[src/rtl/tick_phase_sequencer_if.sv]
// Configuration port of the tick/phase sequencer: per-phase duration writes
// over a valid/ready handshake. The host side is the master.
interface tick_phase_sequencer_if #(
    parameter int NPHASE = 4,
    parameter int DUR_W  = 8
);
    localparam int PH_W = $clog2(NPHASE);

    logic             cfg_valid;
    logic             cfg_ready;
    logic [PH_W-1:0]  cfg_phase;
    logic [DUR_W-1:0] cfg_dur;

    modport master (
        output cfg_valid,
        output cfg_phase,
        output cfg_dur,
        input  cfg_ready
    );

    modport slave (
        input  cfg_valid,
        input  cfg_phase,
        input  cfg_dur,
        output cfg_ready
    );
endinterface

[src/rtl/tick_phase_sequencer.sv]
// Tick/phase sequencer: divides clk10 down to a one-cycle tick and walks a
// cyclic schedule of NPHASE phases, each lasting a programmable tick count.
// The phase output shows the phase the current tick belongs to, so it moves
// on in the cycle after the tick that completes a phase.
module tick_phase_sequencer #(
    parameter int DIV_DEFAULT = 10000000,
    parameter int DIV_W       = 26,
    parameter int NPHASE      = 4,
    parameter int DUR_W       = 8,
    localparam int PH_W       = $clog2(NPHASE)
) (
    input  logic                  clk10,
    input  logic                  reset,
    input  logic [DIV_W-1:0]      div_value_in,
    tick_phase_sequencer_if.slave cfg,
    input  logic                  start,
    input  logic                  pause,
    input  logic                  stop,
    output logic                  tick,
    output logic [PH_W-1:0]       phase,
    output logic                  phase_done,
    output logic                  busy
);
    typedef enum logic [1:0] {
        ST_IDLE = 2'd0,
        ST_RUN  = 2'd1,
        ST_HOLD = 2'd2
    } state_t;

    localparam logic [DIV_W-1:0] DIV_DEF_C = DIV_W'(DIV_DEFAULT);
    localparam logic [DIV_W-1:0] CNT_ZERO  = {DIV_W{1'b0}};
    localparam logic [DIV_W-1:0] CNT_ONE   = {{(DIV_W-1){1'b0}}, 1'b1};
    localparam logic [DUR_W-1:0] DUR_ZERO  = {DUR_W{1'b0}};
    localparam logic [DUR_W-1:0] DUR_ONE   = {{(DUR_W-1){1'b0}}, 1'b1};
    localparam logic [PH_W-1:0]  PH_ZERO   = {PH_W{1'b0}};
    localparam logic [PH_W-1:0]  PH_ONE    = {{(PH_W-1){1'b0}}, 1'b1};

    state_t           state_r, state_s;
    logic [DIV_W-1:0] cnt_r, cnt_s, cnt_eff_s;
    logic [DIV_W-1:0] div_r, div_s, div_eff_s;
    logic [DUR_W-1:0] rem_r, rem_s, rem_eff_s;
    logic [PH_W-1:0]  ph_r, ph_s, ph_eff_s, ph_nxt_s;
    logic [PH_W-1:0]  phase_r, phase_s;
    logic             tick_r, tick_s;
    logic             done_r, done_s;
    logic             step_s;
    logic             wr_s;
    logic [DUR_W-1:0] dur_in_s;
    logic [DUR_W-1:0] dur_r      [NPHASE];
    logic [DUR_W-1:0] dur_view_s [NPHASE];

    assign wr_s          = cfg.cfg_valid && (state_r == ST_IDLE);
    assign cfg.cfg_ready = (state_r == ST_IDLE);
    assign busy          = (state_r != ST_IDLE);
    assign tick          = tick_r;
    assign phase_done    = done_r;
    assign phase         = phase_r;

    // Incoming duration with zero promoted to one tick
    always_comb begin
        if (cfg.cfg_dur == DUR_ZERO) begin
            dur_in_s = DUR_ONE;
        end else begin
            dur_in_s = cfg.cfg_dur;
        end
    end

    // Table view with this cycle's write forwarded, so a start in the same cycle sees it
    always_comb begin
        for (int i = 0; i < NPHASE; i++) begin
            if (wr_s && (cfg.cfg_phase == PH_W'(i))) begin
                dur_view_s[i] = dur_in_s;
            end else begin
                dur_view_s[i] = dur_r[i];
            end
        end
    end

    // Next state, divider and schedule update; priority stop > pause > start
    always_comb begin
        state_s   = state_r;
        cnt_s     = cnt_r;
        rem_s     = rem_r;
        ph_s      = ph_r;
        div_s     = div_r;
        tick_s    = 1'b0;
        done_s    = 1'b0;
        step_s    = 1'b0;
        cnt_eff_s = cnt_r;
        rem_eff_s = rem_r;
        ph_eff_s  = ph_r;
        div_eff_s = div_r;
        case (state_r)
            ST_IDLE: begin
                if (stop) begin
                    state_s = ST_IDLE;
                    cnt_s   = CNT_ZERO;
                    rem_s   = DUR_ZERO;
                    ph_s    = PH_ZERO;
                end else if (start) begin
                    if (div_value_in == CNT_ZERO) begin
                        div_eff_s = DIV_DEF_C;
                    end else begin
                        div_eff_s = div_value_in;
                    end
                    // The start edge itself is the first counted cycle
                    cnt_eff_s = CNT_ZERO;
                    rem_eff_s = dur_view_s[0];
                    ph_eff_s  = PH_ZERO;
                    div_s     = div_eff_s;
                    cnt_s     = CNT_ZERO;
                    rem_s     = rem_eff_s;
                    ph_s      = PH_ZERO;
                    if (pause) begin
                        state_s = ST_HOLD;
                    end else begin
                        state_s = ST_RUN;
                        step_s  = 1'b1;
                    end
                end else begin
                    state_s = ST_IDLE;
                end
            end
            ST_RUN, ST_HOLD: begin
                if (stop) begin
                    state_s = ST_IDLE;
                    cnt_s   = CNT_ZERO;
                    rem_s   = DUR_ZERO;
                    ph_s    = PH_ZERO;
                end else if (pause) begin
                    state_s = ST_HOLD;
                end else begin
                    // The HOLD->RUN edge counts, so no cycle is lost on resume
                    state_s = ST_RUN;
                    step_s  = 1'b1;
                end
            end
            default: begin
                state_s = ST_IDLE;
                cnt_s   = CNT_ZERO;
                rem_s   = DUR_ZERO;
                ph_s    = PH_ZERO;
            end
        endcase

        ph_nxt_s = ph_eff_s + PH_ONE;
        if (step_s) begin
            if (cnt_eff_s == (div_eff_s - CNT_ONE)) begin
                cnt_s  = CNT_ZERO;
                tick_s = 1'b1;
                if (rem_eff_s == DUR_ONE) begin
                    done_s = 1'b1;
                    ph_s   = ph_nxt_s;
                    rem_s  = dur_view_s[ph_nxt_s];
                end else begin
                    rem_s  = rem_eff_s - DUR_ONE;
                end
            end else begin
                cnt_s = cnt_eff_s + CNT_ONE;
            end
        end else begin
            tick_s = 1'b0;
        end

        if (state_s == ST_IDLE) begin
            phase_s = PH_ZERO;
        end else begin
            phase_s = ph_r;
        end
    end

    // Control state, divider, schedule position and registered outputs
    always_ff @(posedge clk10 or negedge reset) begin
        if (!reset) begin
            state_r <= ST_IDLE;
            cnt_r   <= CNT_ZERO;
            rem_r   <= DUR_ZERO;
            ph_r    <= PH_ZERO;
            div_r   <= DIV_DEF_C;
            tick_r  <= 1'b0;
            done_r  <= 1'b0;
            phase_r <= PH_ZERO;
        end else begin
            state_r <= state_s;
            cnt_r   <= cnt_s;
            rem_r   <= rem_s;
            ph_r    <= ph_s;
            div_r   <= div_s;
            tick_r  <= tick_s;
            done_r  <= done_s;
            phase_r <= phase_s;
        end
    end

    // Duration table: all ones after reset, written only while idle
    always_ff @(posedge clk10 or negedge reset) begin
        if (!reset) begin
            for (int i = 0; i < NPHASE; i++) begin
                dur_r[i] <= DUR_ONE;
            end
        end else if (wr_s) begin
            dur_r[cfg.cfg_phase] <= dur_in_s;
        end else begin
            dur_r <= dur_r;
        end
    end
endmodule

[src/flat_wrapper.sv]
// flat-port wrapper written by rule: the top's interface ports become plain ports
module tick_phase_sequencer_flat 
#(
    parameter int DIV_DEFAULT = 10000000,
    parameter int DIV_W       = 26,
    parameter int NPHASE      = 4,
    parameter int DUR_W       = 8,
    localparam int PH_W       = $clog2(NPHASE)
)
  (clk10, reset, div_value_in, start, pause, stop, tick, phase, phase_done, busy, cfg_cfg_valid, cfg_cfg_phase, cfg_cfg_dur, cfg_cfg_ready);
  tick_phase_sequencer_if #(.NPHASE(NPHASE), .DUR_W(DUR_W)) cfg_i ();
  input  logic clk10;
  input  logic reset;
  input  logic [DIV_W-1:0] div_value_in;
  input  logic start;
  input  logic pause;
  input  logic stop;
  output logic tick;
  output logic [PH_W-1:0] phase;
  output logic phase_done;
  output logic busy;
  input wire logic [$bits(cfg_i.cfg_valid)-1:0] cfg_cfg_valid;
  input wire logic [$bits(cfg_i.cfg_phase)-1:0] cfg_cfg_phase;
  input wire logic [$bits(cfg_i.cfg_dur)-1:0] cfg_cfg_dur;
  output wire logic [$bits(cfg_i.cfg_ready)-1:0] cfg_cfg_ready;
  assign cfg_i.cfg_valid = cfg_cfg_valid;
  assign cfg_i.cfg_phase = cfg_cfg_phase;
  assign cfg_i.cfg_dur = cfg_cfg_dur;
  assign cfg_cfg_ready = cfg_i.cfg_ready;
  tick_phase_sequencer #(.DIV_DEFAULT(DIV_DEFAULT), .DIV_W(DIV_W), .NPHASE(NPHASE), .DUR_W(DUR_W)) u_core (.clk10(clk10), .reset(reset), .div_value_in(div_value_in), .cfg(cfg_i), .start(start), .pause(pause), .stop(stop), .tick(tick), .phase(phase), .phase_done(phase_done), .busy(busy));
endmodule
[config.mk]
export PLATFORM = sky130hd
export DESIGN_NAME = tick_phase_sequencer_flat
export DESIGN_NICKNAME = d
export VERILOG_FILES = /design/src/rtl/tick_phase_sequencer_if.sv /design/src/rtl/tick_phase_sequencer.sv /design/src/flat_wrapper.sv
export SDC_FILE = /design/constraint.sdc
export NUM_CORES = 1
export LEC_CHECK = 0
export BUFFER_PORTS_ARGS = -buffer_cell sky130_fd_sc_hd__buf_2
export CAP_MARGIN = 20
export CORE_ASPECT_RATIO = 1.1
export CORE_MARGIN = 2
export CORE_UTILIZATION = 30
export CTS_BUF_LIST = sky130_fd_sc_hd__clkbuf_8
export CTS_CLUSTER_SIZE = 28
export DETAILED_ROUTE_END_ITERATION = 10
export PLACE_DENSITY = 0.41
export SYNTH_ARGS = -nofsm -noshare
export SYNTH_HDL_FRONTEND = slang
export SYNTH_SLANG_ARGS = --single-unit
[constraint.sdc]
create_clock -name clk10 -period 8.87 [get_ports clk10]
set_input_delay 0.887 -clock clk10 [delete_from_list [all_inputs] [get_ports clk10]]
set_output_delay 0.887 -clock clk10 [all_outputs]
set_load 0.05 [all_outputs]
==> metrics, run 1 <==
core area 0.0229 sq mm; NumNets Final 874; DIE AREA 0.0245 sq mm; setup repair bufs after CTS 0; Routed WL per cell 21.6 microns; Final ANT Viol Nets 0; Post-Synthesis Cell Area 0.00698 sq mm; CTS Buffer Depth 2; Arr. time, crit path 6.01 ns; final WL 24.4 mm; number of flops mapped to enable cells by yosys 0; Worst EP required 9.16 ns; detailed-route via count 6,498; Startpoint Class flop; HP Class in -> async; total of max-cap violations 0; Max IR drop VDD 0.0000678 V; Synth Area per Inst 8.69 sq um; Post-synth ARST share 1.00; grt ovf 0; Fmax 175 MHz; Syn Nets 851; initial antenna violation count 0; Post-Synthesis Cells 803; DP Worst Slack 2.97 ns; P_int 0.833 mW; H-tree Lvls 3; Global Route Usage Sum 0.201; clock sink count 100; Worst slew margin 0.339; share of cells above drive strength 1 0.173; Final Hold Vio Count 0; clock skew 0.0151 ns; CP max FO 28; Rows 58; Worst Tran Pin Value 0.988 ns; post-layout minimum cycle time 5.71 ns; switching power total 0.538 mW; Warnings, synthesis 0; sequential power share 0.433; FF-to-FF Start u_core.state_r[0]$_DFF_PN0_; antenna cells 0; Die Y 164 microns; port bufs 47; initial core utilization 0.305; worst setup margin 3.16 ns; CTS resizes 0; cts bufs inserted 9; Final setup viols 0; DP HPWL 17.7 mm; Clock power frac 0.233; reg-to-reg slack, setup 3.16 ns; hold buffer count at CTS 0; RSZ-0062 raised after global routing no; Worst Setup EP u_core.rem_r[5]$_DFF_PN0_; reg2reg path depth 14; Yosys cell types 72; first-pass GRT wire length 37.7 mm; CTS clk-pin slew, worst paths 0.12 ns; Layout area overhead 10.7%; CTS tree built; register area 0.00252 sq mm; Comb power frac 0.334; area of the multi-input gates 0.00419 sq mm; static leakage 3.18 nW; RePlAce Congestion 0.891; IO Pins 48; ys flop type dfrtp_1; CTS root buf clkbuf_8; Critical Path Start u_core.state_r[0]$_DFF_PN0_; Power Dens Cells 177 mW/mm^2; DRC errors left 0; setup_tns 0 ns; Final Max Tran Viols 0; Layout fillers 2,422; largest net degree at the start of global routing 76; number of global-route vias before repair 6,418; Crit Path Class reg -> reg; Skew-Pair Late Insertion Delay 0.40 ns; sw frac 0.392; Crit. End Element flop; sequential-to-total area share from yosys stat 0.361; Die Wd 149 microns; R2R Path End u_core.rem_r[5]$_DFF_PN0_; status complete, no violations; drt first pass iters 5; synthesis-stage register bit count 100; Vias/cell 5.75; 1st-iter DRT viols 457; Final period util 0.644
routing by layer:
layer  global-route usage  vias up  routed length [microns]
met5                    0        -                        0
met4               0.0736        0                      702
met3               0.0300       39                     1210
met2                0.328      219                    11600
met1                0.271     3204                    10900
li1                     -     3036                        -
layout make-up:
| type | instances | area share |
|---|---|---|
| inverter | 26 | 0.0126 |
| clock inverter | 7 | 0.00972 |
| sequential | 100 | 0.326 |
| multi-input combinational | 630 | 0.542 |
| timing repair buffer | 59 | 0.0455 |
| clock buffer | 9 | 0.0160 |
| tap | 300 | 0.0486 |
power by group through the flow:
stage | Combinational [mW] | Clock, mW | Sequential, mW
after global placement | 0.453 | 0 | 0.600
after CTS | 0.455 | 0.333 | 0.591
after detailed placement | 0.454 | 0 | 0.599
after global routing | 0.503 | 0.350 | 0.602
after floorplan | 0.326 | 0 | 0.580
final | 0.458 | 0.320 | 0.593
Yosys cell counts, types with 14 or more instances:
cell | number | area [sq um]
dfrtp_1 | 88 | 2200
a21oi_1 | 43 | 215
clkbuf_1 | 32 | 120
xnor2_1 | 27 | 236
or4_1 | 16 | 120
xor2_1 | 17 | 149
inv_1 | 25 | 93.8
nand4_1 | 15 | 93.8
nand3_1 | 18 | 90.1
nor2_1 | 67 | 251
mux2i_1 | 26 | 260
o21ai_0 | 25 | 125
nor4_1 | 14 | 87.6
mux2_2 | 30 | 338
o41ai_1 | 15 | 131
nor3_1 | 33 | 165
nand2_1 | 97 | 364
kinds of logic after synthesis:
group                      count (synthesis)  synth area share
AOI/OAI and AO/OA                        180             0.181
xor gates and xnor gates                  45            0.0584
adders and majority gates                  6            0.0108
buffers and inverters                     73            0.0414
DFF                                      100             0.361
muxes                                     61            0.0938
and+or+nand+nor                          338             0.254
worst min path at each step:
stage	start	end	slack, ns
finish	reset	u_core.div_r[3]$_DFF_PN0_	0.40
global route	reset	u_core.div_r[2]$_DFF_PN0_	0.40
CTS	reset	u_core.div_r[2]$_DFF_PN0_	0.39
detailed placement	u_core.dur_r[15]$_DFFE_PN0P_	u_core.dur_r[15]$_DFFE_PN0P_	0.48
global placement	u_core.dur_r[15]$_DFFE_PN0P_	u_core.dur_r[15]$_DFFE_PN0P_	0.47
floorplan	u_core.dur_r[25]$_DFFE_PN0P_	u_core.dur_r[25]$_DFFE_PN0P_	0.47
registers in the layout (all words and copies together) (netlist names):
signal	flops
u_core.tick	1
u_core.dur_r	32
u_core.div_r	26
u_core.ph_r	2
u_core.rem_r	8
u_core.state_r	2
u_core.phase	2
u_core.phase_done	1
u_core.cnt_r	26
cell usage in the layout (no fill, tap or decap), drive strengths merged, types with 5 or more instances in the layout:
master and count:
dfrtp 88, or2 9, or4 16, xnor2 27, a21oi 43, o21ai 25
xor2 17, nand3 18, o22a 7, or3 9, nor2 67, o22ai 13
mux2i 26, and2 9, a21o 8, o41ai 15, mux2 35, nor4 15
nand2 97, dfstp 12, o31ai 5, a31o 8, a22o 6, nand3b 5
nand4 15, buf 59, nor3 35, a31oi 5, inv 29, and3 5
nor3b 12, clkbuf 9, ha 6, o221ai 5
metrics by stage:
| stage | hold slack (ns) | cell area (sq um) | utilization | instances | total power, mW |
|---|---|---|---|---|---|
| floorplan | 0.466 | 6980 | - | 803 | 0.905 |
| global placement | 0.474 | 7490 | 0.328 | 1113 | 1.05 |
| detailed placement | 0.479 | 7500 | 0.328 | 1114 | 1.05 |
| CTS | 0.389 | 7700 | 0.337 | 1130 | 1.38 |
| global route | 0.399 | 7730 | 0.338 | 1131 | 1.45 |
| finish | 0.402 | 7730 | 0.338 | 1131 | 1.37 |
worst max-delay path, cell delays in order (launching register included):
cell and delay (ns):
dfrtp_1 0.40, inv_1 0.06, ha_1 0.37, and3b_2 0.64, mux2i_1 0.32, ha_1 0.41, o221ai_1 0.34, nor3_1 0.44
xnor2_1 0.23, or3b_2 0.47, o311a_1 0.40, nor4_4 0.29, buf_4 0.35, and2_1 0.50, mux2_1 0.37
No activity file was read; power rests on OpenSTA's default activity.
==> inputs of run 2 (changes only) <==
Settings changed: ABC_AREA from default to 1, PLACE_DENSITY 0.41 to 0.43.
Clock period 8.87 ns to 5.2 ns, I/O delays scaled along.
==> metrics, run 2 <==
status complete, no violations; ys flop type dfrtp_1; detailed-route via count 6,665; Routed WL per cell 15.9 microns; Final ANT Viol Nets 0; placed inst area 0.00758 sq mm; initial antenna violation count 0; reg2reg path depth 20; RePlAce Congestion 0.806; Die Y 165 microns; core area 0.0235 sq mm; Worst Tran Pin Value 1.02 ns; Rows 59; largest cells by area after synthesis dfrtp_1 31%, nand2_1 15%, inv_1 7.8%; Final setup viols 0; NumNets Final 1,138; port bufs 47; Post-synth ARST share 1.00; sequential power share 0.400; DIE AREA 0.0249 sq mm; Yosys top cell by area dfrtp_1; Vias/cell 4.76; clock sink count 100; Warnings, synthesis 0; largest net degree at the start of global routing 68; Crit Path Class reg -> reg; Pwr Total 2.48 mW; Final Cell Area 0.00779 sq mm; DRC errors left 0; setup repair bufs after CTS 0; share of cells above drive strength 1 0.129; Global Route Usage Sum 0.189; post-layout minimum cycle time 4.25 ns; dpl cells 1,384; biggest regs u_core.dur_r (32), u_core.cnt_r (26), u_core.div_r (26); CTS tree built; 1st-iter DRT viols 317; most flop-heavy register u_core.dur_r; final WL 22.2 mm; fin cells 1,400; number of global-route vias before repair 6,678; DP HPWL 16.2 mm; Die Wd 151 microns; static leakage 3.85 nW; Skew-Pair Late Insertion Delay 0.40 ns; CTS resizes 0; CTS Buffer Depth 2; total of max-cap violations 0; commonest non-fill, non-tap cell in the layout nand2_1; initial core utilization 0.302; RSZ-0062 raised after global routing no; most instantiated cells after synthesis 279 x nand2_1, 148 x inv_1, 118 x nor2_1; Comb power frac 0.377; Clock power frac 0.223; HP Class in -> async; Post-Synthesis Cell Area 0.00709 sq mm; P_int 1.44 mW; Crit. End Element flop; Worst EP required 5.44 ns; Max IR drop VDD 0.000135 V; clock skew 0.0131 ns; switching power total 1.04 mW; Final Max Tran Viols 0; synthesis-stage register bit count 100; Post-Synthesis Cells 1,057; grt ovf 0; Fmax 235 MHz; Final Hold Vio Count 0; Yosys cell types 46; Final period util 0.817; H-tree Lvls 3; max FFs per register 32; CTS root buf clkbuf_8; cts bufs inserted 9; IO Pins 48; Syn Nets 1,105; setup_tns 0 ns; number of flops mapped to enable cells by yosys 0; hold buffer count at CTS 0; most frequent cells in the layout 279 x nand2_1, 148 x inv_1, 118 x nor2_1; first-pass GRT wire length 36.2 mm; Startpoint Class flop; Arr. time, crit path 4.49 ns; Power Dens Cells 318 mW/mm^2; Layout area overhead 9.77%; Yosys top cell area share 0.310; CP max FO 67; CTS clk-pin slew, worst paths 0.12 ns; antenna cells 0; sequential-to-total area share from yosys stat 0.355; drt first pass iters 5; sw frac 0.419; most frequent cell after synthesis nand2_1; Synth Area per Inst 6.71 sq um; Worst slew margin 0.321
run 2: worst paths after layout:
check | from | end | slack, ns
worst max-delay path | u_core.state_r[0]$_DFF_PN0_ | u_core.cnt_r[22]$_DFFE_PN0P_ | 0.95
worst min-delay path | reset | u_core.dur_r[6]$_DFFE_PN0P_ | 0.21
worst max register to register | u_core.state_r[0]$_DFF_PN0_ | u_core.cnt_r[22]$_DFFE_PN0P_ | 0.95
worst min register to register | u_core.dur_r[16]$_DFFE_PN1P_ | u_core.dur_r[16]$_DFFE_PN1P_ | 0.50
max in group asynchronous | reset | u_core.cnt_r[24]$_DFFE_PN0P_ | 3.83
min in group clk10 | pause | u_core.state_r[1]$_DFF_PN0_ | 0.37
run 2: area by class of cell:
| class | instances | area [sq um] |
|---|---|---|
| fillers | 2690 | 15700 |
| inverters | 159 | 597 |
| multi-input cells | 765 | 3790 |
| repair buffers | 55 | 298 |
| flip-flops and latches | 100 | 2520 |
| clock buffers | 10 | 138 |
| clock inverters | 6 | 63.8 |
| well taps | 305 | 382 |
run 2: logic make-up (layout without fill, tap and decap cells):
family / after synthesis / after routing / synth area share
AOI/OAI and AO/OA: 165 / 165 / 0.133
xor gates and xnor gates: 38 / 38 / 0.0469
adders and majority gates: 6 / 6 / 0.0106
buffers and inverters: 192 / 230 / 0.111
DFF: 100 / 100 / 0.355
muxes: 1 / 1 / 0.00141
and+or+nand+nor: 555 / 555 / 0.343
run 2: power by group through the flow:
stage | clock [mW] | combinational, mW | sequential [mW]
final | 0.552 | 0.934 | 0.993
after detailed placement | 0 | 0.942 | 1.01
after CTS | 0.577 | 0.947 | 0.993
after global routing | 0.606 | 1.07 | 1.01
after floorplan | 0 | 0.704 | 0.994
after global placement | 0 | 0.944 | 1.01
run 2: metrics by stage:
step	setup WS (ns)	hold WS, ns	utilization
global placement	1.02	0.470	0.323
detailed placement	0.944	0.477	0.323
floorplan	1.81	0.224	-
global route	0.500	0.271	0.332
finish	0.951	0.214	0.332
CTS	0.922	0.240	0.332
run 2: metal layers:
layer,share of wire,up-vias,track usage
met5,0,-,0
met4,0.017,0,0.0518
met3,0.023,19,0.0217
met2,0.52,80,0.349
met1,0.44,3127,0.231
li1,-,3439,-
run 2: worst max-delay path, stage by stage (launching register included):
cell     delay [ns]
dfrtp_1        0.37
inv_1          0.05
ha_1           0.32
nand3_2        0.14
buf_4          0.62
o21ai_0        0.29
inv_1          0.11
ha_1           0.19
nand2_2        0.11
inv_2          0.08
nand4_2        0.16
nor2_4         0.23
nand3_1        0.12
nand3_1        0.13
nand2_1        0.06
nor2_1         0.08
nand2_1        0.06
nor2_2         0.22
nand2_2        0.41
nand2_1        0.17
a22oi_1        0.08
==> inputs of run 3 (changes only) <==
Settings changed: PLACE_DENSITY 0.43 to 0.41.
Clock period 5.2 ns to 4 ns, I/O delays scaled along.
==> metrics, run 3 (same netlist as run 2, synthesis figures left out) <==
status complete, no violations; most frequent cells in the layout 279 x nand2_1, 149 x inv_1, 117 x nor2_1; sequential power share 0.396; core area 0.0235 sq mm; clock skew 0.0206 ns; Final Cell Area 0.00787 sq mm; Fmax 279 MHz; Die Y 165 microns; first-pass GRT wire length 36.3 mm; CTS root buf clkbuf_8; Die Wd 151 microns; Critical Path, Cell by Cell inv_1 > ha_1 > nand3_2 > buf_12 > o21ai_0 > inv_1 > ha_1 > xnor2_1 > xor2_1 > nor3_2 > nand2_1 > inv_1 > nand4_1 > nor2_1 > nand2_1 > nor2_2 > nand3_4 > inv_2 > o21ai_0 > nand2_1; IO Pins 48; CTS Buffer Depth 2; Rows 59; HP Class in -> async; number of global-route vias before repair 6,829; commonest non-fill, non-tap cell in the layout nand2_1; H-tree Lvls 3; setup_tns 0 ns; initial core utilization 0.302; M1 WL 9.59 mm; switching power total 1.35 mW; port bufs 47; Max IR drop VDD 0.000141 V; CTS resizes 0; Clock power frac 0.228; Worst EP required 4.33 ns; Worst Tran Pin Value 0.991 ns; P_int 1.92 mW; Crit Path Class reg -> reg; top layer in use met4; DRC errors left 0; final WL 22.4 mm; Final setup viols 0; Final Max Tran Viols 0; Vias/cell 4.69; post-layout minimum cycle time 3.58 ns; drt first pass iters 5; clock sink count 100; Skew-Pair Late Insertion Delay 0.40 ns; CTS tree built; RePlAce Congestion 0.819; Routed WL per cell 15.9 microns; NumNets Final 1,143; max FFs per register 32; grt ovf 0; Critical-path top delay cell dfrtp_1; biggest regs u_core.dur_r (32), u_core.cnt_r (26), u_core.div_r (26); Worst slew margin 0.338; Final ANT Viol Nets 0; hold buffer count at CTS 0; placed inst area 0.00765 sq mm; most flop-heavy register u_core.dur_r; Comb power frac 0.375; Startpoint Class flop; Final period util 0.895; met3 WL 490 microns; detailed-route via count 6,594; Arr. time, crit path 3.91 ns; total of max-cap violations 0; 1st-iter DRT viols 238; static leakage 3.90 nW; RSZ-0062 raised after global routing no; CTS clk-pin slew, worst paths 0.12 ns; Crit. End Element flop; antenna cells 0; largest net degree at the start of global routing 101; Power Dens Cells 415 mW/mm^2; share of cells above drive strength 1 0.133; Core Util, Final 0.335; WL met2 12.1 mm; Final Hold Vio Count 0; max incr delay on CP 0.40 ns; Global Route Usage Sum 0.189; sw frac 0.412; Layout area overhead 10.9%; cts bufs inserted 9; CP max FO 59; DIE AREA 0.0249 sq mm; initial antenna violation count 0; DP HPWL 16.7 mm; setup repair bufs after CTS 0
-- run 3: worst paths after layout --
kind,from,endpoint,slack (ns),cells past startpoint
min in group clk10,pause,u_core.state_r[1]$_DFF_PN0_,0.26,3
setup / recovery,u_core.state_r[0]$_DFF_PN0_,u_core.rem_r[1]$_DFF_PN0_,0.42,20
max in group asynchronous,reset,u_core.cnt_r[0]$_DFFE_PN0P_,3.48,2
hold reg to reg,u_core.dur_r[16]$_DFFE_PN1P_,u_core.dur_r[16]$_DFFE_PN1P_,0.49,2
setup reg to reg,u_core.state_r[0]$_DFF_PN0_,u_core.rem_r[1]$_DFF_PN0_,0.42,20
hold / removal,reset,u_core.dur_r[12]$_DFFE_PN0P_,0.01,2
-- run 3: final cells by class --
cell class,instances,area (sq um)
sequential,100,2520
fill,2623,15600
clock buffer,9,124
clock inverter,7,81.3
tap,305,382
inverter,159,597
timing repair buffer,60,360
multi-input combinational,765,3810
-- run 3: critical path, delay by kind of cell, from the launching register on --
| family | cells | cell delay [ns] |
|---|---|---|
| xor gates and xnor gates | 2 | 0.29 |
| AOI/OAI and AO/OA | 2 | 0.51 |
| DFF | 1 | 0.40 |
| buffers and inverters | 5 | 0.60 |
| and+or+nand+nor | 9 | 1.23 |
| adders and majority gates | 2 | 0.43 |
-- run 3: power by group through the flow --
stage / Sequential, mW / Clock [mW] / Combinational, mW
floorplan: 1.29 / 0 / 0.915
global placement: 1.31 / 0 / 1.25
detailed placement: 1.31 / 0 / 1.24
CTS: 1.29 / 0.774 / 1.25
global route: 1.32 / 0.813 / 1.41
finish: 1.29 / 0.746 / 1.23
-- run 3: per-layer routing --
metal / up-vias / GRT usage
met5: - / 0
met4: 0 / 0.0438
met3: 10 / 0.0247
li1: 3447 / -
met1: 3069 / 0.219
met2: 68 / 0.366
-- run 3: per-stage QoR --
stage          cells  hold slack, ns  setup slack, ns  total power, mW
4_1_cts         1405          0.0766            0.273             3.31
5_1_grt         1405          0.0676            0.113             3.54
3_3_place_gp    1389           0.474            0.343             2.56
3_5_place_dp    1389           0.478            0.288             2.56
6_report        1405          0.0125            0.419             3.27
2_1_floorplan   1057           0.104            0.607             2.21
